`src/rtl/histo_read_sched_pkg.sv`:
```
// Shared widths, FSM state and response tag encodings for the histogram read scheduler.
package histo_read_sched_pkg;

  localparam int unsigned HistoAddrW = 8;
  localparam int unsigned HistoDataW = 20;

  typedef enum logic [1:0] {
    StIdle  = 2'd0,
    StSweep = 2'd1,
    StDrain = 2'd2,
    StServe = 2'd3
  } state_e;

  // TagSweep marks peak-sweep reads so they never surface as requester responses.
  typedef enum logic [1:0] {
    TagNone  = 2'd0,
    TagA     = 2'd1,
    TagB     = 2'd2,
    TagSweep = 2'd3
  } tag_e;

endpackage

```
`src/rtl/histo_read_sched_peak.sv`:
```
// Running argmax over sweep responses; strictly-greater update keeps the lowest index on ties.
module histo_peak_tracker #(
  parameter int unsigned ADDR_W = 8,
  parameter int unsigned DATA_W = 20
) (
  input  logic              iClk,
  input  logic              iRst_n,
  input  logic              iClear,
  input  logic              iValid,
  input  logic [ADDR_W-1:0] iBin,
  input  logic [DATA_W-1:0] iCount,
  output logic [ADDR_W-1:0] oPeakBin,
  output logic [DATA_W-1:0] oPeakCount
);

  always_ff @(posedge iClk or negedge iRst_n) begin
    if (!iRst_n) begin
      oPeakBin   <= '0;
      oPeakCount <= '0;
    end else if (iClear) begin
      oPeakBin   <= '0;
      oPeakCount <= '0;
    end else if (iValid && (iCount > oPeakCount)) begin
      oPeakBin   <= iBin;
      oPeakCount <= iCount;
    end
  end

endmodule

```
`src/rtl/histo_read_sched.sv`:
```
// Shares one histogram read port between a full peak sweep and two round-robin requesters.
module histo_read_sched
  import histo_read_sched_pkg::*;
#(
  parameter int unsigned ADDR_W   = HistoAddrW,
  parameter int unsigned DATA_W   = HistoDataW,
  parameter int unsigned READ_LAT = 1
) (
  input  logic              iClk,
  input  logic              iRst_n,
  input  logic              iDone,
  output logic [ADDR_W-1:0] oReadGray,
  input  logic [DATA_W-1:0] iGrayHisto,
  input  logic [DATA_W-1:0] iGrayCumHisto,
  input  logic              iReqA,
  input  logic              iReqB,
  input  logic [ADDR_W-1:0] iAddrA,
  input  logic [ADDR_W-1:0] iAddrB,
  output logic              oGntA,
  output logic              oGntB,
  output logic              oValidA,
  output logic              oValidB,
  output logic [DATA_W-1:0] oHisto,
  output logic [DATA_W-1:0] oCumHisto,
  output logic [ADDR_W-1:0] oPeakBin,
  output logic [DATA_W-1:0] oPeakCount,
  output logic              oPeakValid
);

  state_e            state_q;
  logic              done_q;
  logic              rr_q;
  logic [ADDR_W-1:0] cnt_q;
  logic [ADDR_W-1:0] addr_q;
  logic [ADDR_W-1:0] rbin_q;
  logic [2:0]        drain_q;
  tag_e              tag_q [READ_LAT];
  tag_e              tag_in;
  logic              serve, sweep_start, sweep_last, drain_last, sweep_rsp;

  assign serve       = (state_q == StServe) && iDone;
  assign sweep_start = (state_q == StIdle) && iDone && !done_q;
  assign sweep_last  = (cnt_q == {ADDR_W{1'b1}});
  assign drain_last  = (drain_q == 3'(READ_LAT - 1));
  assign sweep_rsp   = iDone && (tag_q[READ_LAT-1] == TagSweep);

  assign oValidA   = iDone && (tag_q[READ_LAT-1] == TagA);
  assign oValidB   = iDone && (tag_q[READ_LAT-1] == TagB);
  assign oHisto    = iGrayHisto;
  assign oCumHisto = iGrayCumHisto;

  always_comb begin
    oGntA = 1'b0;
    oGntB = 1'b0;
    if (serve) begin
      if (iReqA && iReqB) begin
        oGntA = !rr_q;
        oGntB = rr_q;
      end else begin
        oGntA = iReqA;
        oGntB = iReqB;
      end
    end
  end

  always_comb begin
    oReadGray = addr_q;
    tag_in    = TagNone;
    if (state_q == StSweep) begin
      oReadGray = cnt_q;
      tag_in    = TagSweep;
    end else if (oGntA) begin
      oReadGray = iAddrA;
      tag_in    = TagA;
    end else if (oGntB) begin
      oReadGray = iAddrB;
      tag_in    = TagB;
    end
  end

  // done_q resets high so a level-high iDone after reset is not taken as a new rising edge.
  always_ff @(posedge iClk or negedge iRst_n) begin
    if (!iRst_n) begin
      state_q    <= StIdle;
      done_q     <= 1'b1;
      rr_q       <= 1'b0;
      cnt_q      <= '0;
      addr_q     <= '0;
      rbin_q     <= '0;
      drain_q    <= '0;
      oPeakValid <= 1'b0;
      for (int i = 0; i < READ_LAT; i++) tag_q[i] <= TagNone;
    end else begin
      done_q <= iDone;
      addr_q <= oReadGray;
      tag_q[0] <= iDone ? tag_in : TagNone;
      for (int i = 1; i < READ_LAT; i++) tag_q[i] <= iDone ? tag_q[i-1] : TagNone;
      if (serve && iReqA && iReqB) rr_q <= !rr_q;
      if (sweep_start) rbin_q <= '0;
      else if (sweep_rsp) rbin_q <= rbin_q + ADDR_W'(1);
      if (!iDone) begin
        state_q    <= StIdle;
        oPeakValid <= 1'b0;
      end else begin
        case (state_q)
          StIdle: begin
            if (!done_q) begin
              state_q <= StSweep;
              cnt_q   <= '0;
            end
          end
          StSweep: begin
            if (sweep_last) begin
              state_q <= StDrain;
              drain_q <= '0;
            end else begin
              cnt_q <= cnt_q + ADDR_W'(1);
            end
          end
          StDrain: begin
            if (drain_last) begin
              state_q    <= StServe;
              oPeakValid <= 1'b1;
            end else begin
              drain_q <= drain_q + 3'd1;
            end
          end
          StServe: state_q <= StServe;
          default: state_q <= StIdle;
        endcase
      end
    end
  end

  histo_peak_tracker #(
    .ADDR_W(ADDR_W),
    .DATA_W(DATA_W)
  ) u_peak (
    .iClk      (iClk),
    .iRst_n    (iRst_n),
    .iClear    (sweep_start),
    .iValid    (sweep_rsp),
    .iBin      (rbin_q),
    .iCount    (iGrayHisto),
    .oPeakBin  (oPeakBin),
    .oPeakCount(oPeakCount)
  );

endmodule

```
`config.mk`:
```
export PLATFORM = sky130hd
export DESIGN_NAME = histo_read_sched
export DESIGN_NICKNAME = d
export VERILOG_FILES = /design/src/rtl/histo_read_sched_pkg.sv /design/src/rtl/histo_read_sched_peak.sv /design/src/rtl/histo_read_sched.sv
export SDC_FILE = /design/constraint.sdc
export NUM_CORES = 1
export LEC_CHECK = 0
export BUFFER_PORTS_ARGS = -buffer_cell sky130_fd_sc_hd__clkbuf_2
export CORE_UTILIZATION = 35
export DETAILED_ROUTE_END_ITERATION = 8
export PLACE_DENSITY = 0.6
export RECOVER_POWER = 100
export SLEW_MARGIN = 20
export SYNTH_ARGS = -nofsm -noshare
export SYNTH_HDL_FRONTEND = slang
export SYNTH_SLANG_ARGS = --single-unit
```
`constraint.sdc`:
```
create_clock -name iClk -period 3.7 [get_ports iClk]
set_clock_uncertainty 0.15 [all_clocks]
set_input_delay 0.555 -clock iClk [delete_from_list [all_inputs] [get_ports iClk]]
set_output_delay 0.555 -clock iClk [all_outputs]
set_load 0.05 [all_outputs]
```
==> metrics.txt <==
status=finished with violations; failing checks=max-capacitance violations, max-slew violations; Hold WS=~0.29 ns; pin count of the biggest net entering global routing=32; post-route antenna net violation count=0; CTS root buffer=clkbuf_16; Max clock buf depth=2; drt total wl=11.0 mm; All-Layer GR Usage=0.179; Overflow after GRT=0; final std cells w/o fill=695; CP max stage delay=0.61 ns; synth unique cells=54; Remaining DRCs=0; area leader, netlist=dfrtp_1; Final Hold Fails=0; Pwr Density=529 nW/um^2; kind of critical path=flip-flop to flip-flop; first-pass GRT wire length=18.4 mm; Area Overhead vs Synth=12.3%; CTS Buf Count=9; Die Y-Extent=114 um; I/O Pins=about 140; Arr. time, crit path=3.35 ns; worst path cell trace=inv_1 -> ha_1 -> nand4_1 -> nor4_1 -> a31oi_2 -> clkbuf_1 -> mux2_4 -> a31oi_1; DR vias=3701; Max Slew Vio Count=52; number of global-route vias before repair=3772; Seq cells post-synth=62; Worst Path Required=3.77 ns; Max VDD drop=0.331 mV; Seq/Total Area, Yosys=0.354; dpl hpwl=7.86 mm; synth warn=0; min Tclk post-route=around 3.3 ns; Starting Density=0.362; Syn Inst Count=467; setup bufs post-CTS=0; layout cell share with drive strength beyond 1=0.188; Reg2Reg Depth=8; Post-Syn Area per Cell=9.39 um^2; cell leakage power=2.29 nW; asr flop ratio synth=1.00; syn nets=552; CP Launch Type=flip-flop; Resized cells post-CTS=0; Post-Syn Area=4390 um^2; Final period util=0.885; Buffers on Ports=101; First DRT Iteration DRCs=181; r2r setup slk=about 0.43 ns; Power, Total=around 2.6 mW; Core ar.=roughly 12000 um^2; DIE AREA=13000 um^2; reg-to-reg endpoint=u_peak.oPeakCount[6]; worst hold path type=primary input to asynchronous set/reset pin; Post-CTS Hold Fix Bufs=0; gpl congestion=0.805; CP Max Fanout=21; setup_tns=0 ns; n_diodes=0; DP Cell Count=680; initial antenna violation count=0; Clock transition at path regs=0.06 ns; Sink Count=62; FP Rows=40; H-Tree Level Count=3; synth top area cells=dfrtp_1 35%, buf_4 7.5%, ha_1 6.8%; Max Clock Freq=305 MHz; Finish-stage setup viols=0; RSZ-0062 raised after global routing=no; Critical Path Slowest Stage Cell=nor4_1; Worst slew margin=-0.104; ys flop type=dfrtp_1; Least-Margin Pin Slew=1.66 ns; Layout Nets=608; Avg WL per Cell=15.9 um; Post-synth EDFFs=0; Max-Cap Viols=2; DR pass1 iterations=4; Die Width=around 110 um; vias per inst=5.33; top-area cell type share of the netlist area=0.348; TritonCTS clock tree=done; clk_lat worst skew=0.33 ns; reg2reg start=u_peak.oPeakCount[6]; Critical Path Sink Type=flip-flop
==> worst max-delay path by stage <==
stage	from	end	depth (start not counted)
after floorplan	iDone	oReadGray[7]	6
after global placement	iDone	oReadGray[7]	6
after detailed placement	iDone	oReadGray[7]	6
after CTS	state_q[0]	oReadGray[7]	5
after global routing	u_peak.oPeakCount[7]	u_peak.oPeakCount[6]	8
final	u_peak.oPeakCount[6]	u_peak.oPeakCount[6]	8
==> synth_stat cells (all sizes together) (3+ instances only) <==
| cell type | count |
|---|---|
| and2 | 3 |
| o211ai | 20 |
| nor2 | 22 |
| and3 | 4 |
| o32ai | 9 |
| mux2i | 8 |
| nor4 | 4 |
| nor3b | 3 |
| o21a | 4 |
| buf | 54 |
| nor2b | 5 |
| nand2 | 27 |
| ha | 24 |
| dfrtp | 61 |
| o21ai | 7 |
| nand2b | 3 |
| a21oi | 11 |
| mux2 | 20 |
| clkbuf | 16 |
| xnor2 | 12 |
| a211oi | 7 |
| nand3 | 27 |
| nand4 | 25 |
| inv | 34 |
| nor3 | 5 |
| a31oi | 21 |
| a21o | 8 |
==> registers in the layout (all words and copies together) (netlist names), 2 cells and up <==
name,flops
state_q,2
u_peak.oPeakCount,20
addr_q,8
drain_q,3
cnt_q,8
tag_q,2
rbin_q,8
u_peak.oPeakBin,8
==> cell usage in the layout (no fill, tap or decap), types with 9 or more instances in the layout <==
cell type   n
mux2_2     17
xnor2_1    12
o211ai_1   20
ha_1       24
nand4_1    24
dfrtp_1    61
a31oi_1    20
nor2_1     22
clkbuf_1   60
o32ai_1     9
inv_1      34
a21oi_1    11
clkbuf_16   9
clkbuf_2   48
nand3_1    27
nand2_1    27
==> logic make-up (layout without fill, tap and decap cells) <==
family          count (synthesis)  after routing  share of synthesized area
simple gates                  136            136                      0.171
mux                            28             28                     0.0722
compound gates                100            100                      0.175
fa+ha+maj                      24             24                     0.0685
buf+inv                       104            164                      0.134
xor+xnor                       13             13                     0.0260
flops                          62             62                      0.354
==> layer usage <==
| layer | track usage | part of all wire | vias to the layer above |
|---|---|---|---|
| met1 | 0.222 | 0.43 | 1774 |
| met2 | 0.306 | 0.49 | 137 |
| met3 | 0.0452 | 0.066 | 8 |
| met5 | 0 | 0 | - |
| li1 | - | - | 1782 |
| met4 | 0.0502 | 0.0074 | 0 |
==> power by group <==
group          total [mW]  internal [mW]  switching, mW
logic               0.855          0.253          0.602
registers           0.823          0.756         0.0671
clock network       0.927          0.623          0.304
==> metrics by stage <==
step / util / setup WS, ns / area, um^2
6_report: 0.407 / 0.426 / 4920
5_1_grt: 0.407 / 0.206 / 4920
4_1_cts: 0.419 / 0.590 / 5080
3_5_place_dp: 0.393 / 0.643 / 4750
3_3_place_gp: 0.393 / 0.713 / 4750
2_1_floorplan: - / 0.352 / 4390
==> layout make-up <==
| class | instances | area [um^2] |
|---|---|---|
| Timing Repair Buffer | 115 | 522 |
| Clock buffer | 12 | 256 |
| Multi-Input combinational cell | 301 | 2190 |
| Fill cell | 1272 | 7190 |
| Inverter | 34 | 128 |
| Tap cell | 168 | 210 |
| Sequential cell | 62 | 1550 |
| Clock inverter | 3 | 67.6 |
==> worst max-delay path, delay by kind of cell, from the launching register on <==
family	cells	cell delay (ns)
muxes	1	0.37
and+or+nand+nor	2	0.75
buffers and inverters	2	0.49
DFF	1	0.39
AOI/OAI and AO/OA	2	0.71
adders and majority gates	1	0.30
Note: power is estimated with default switching activity, not from simulation.
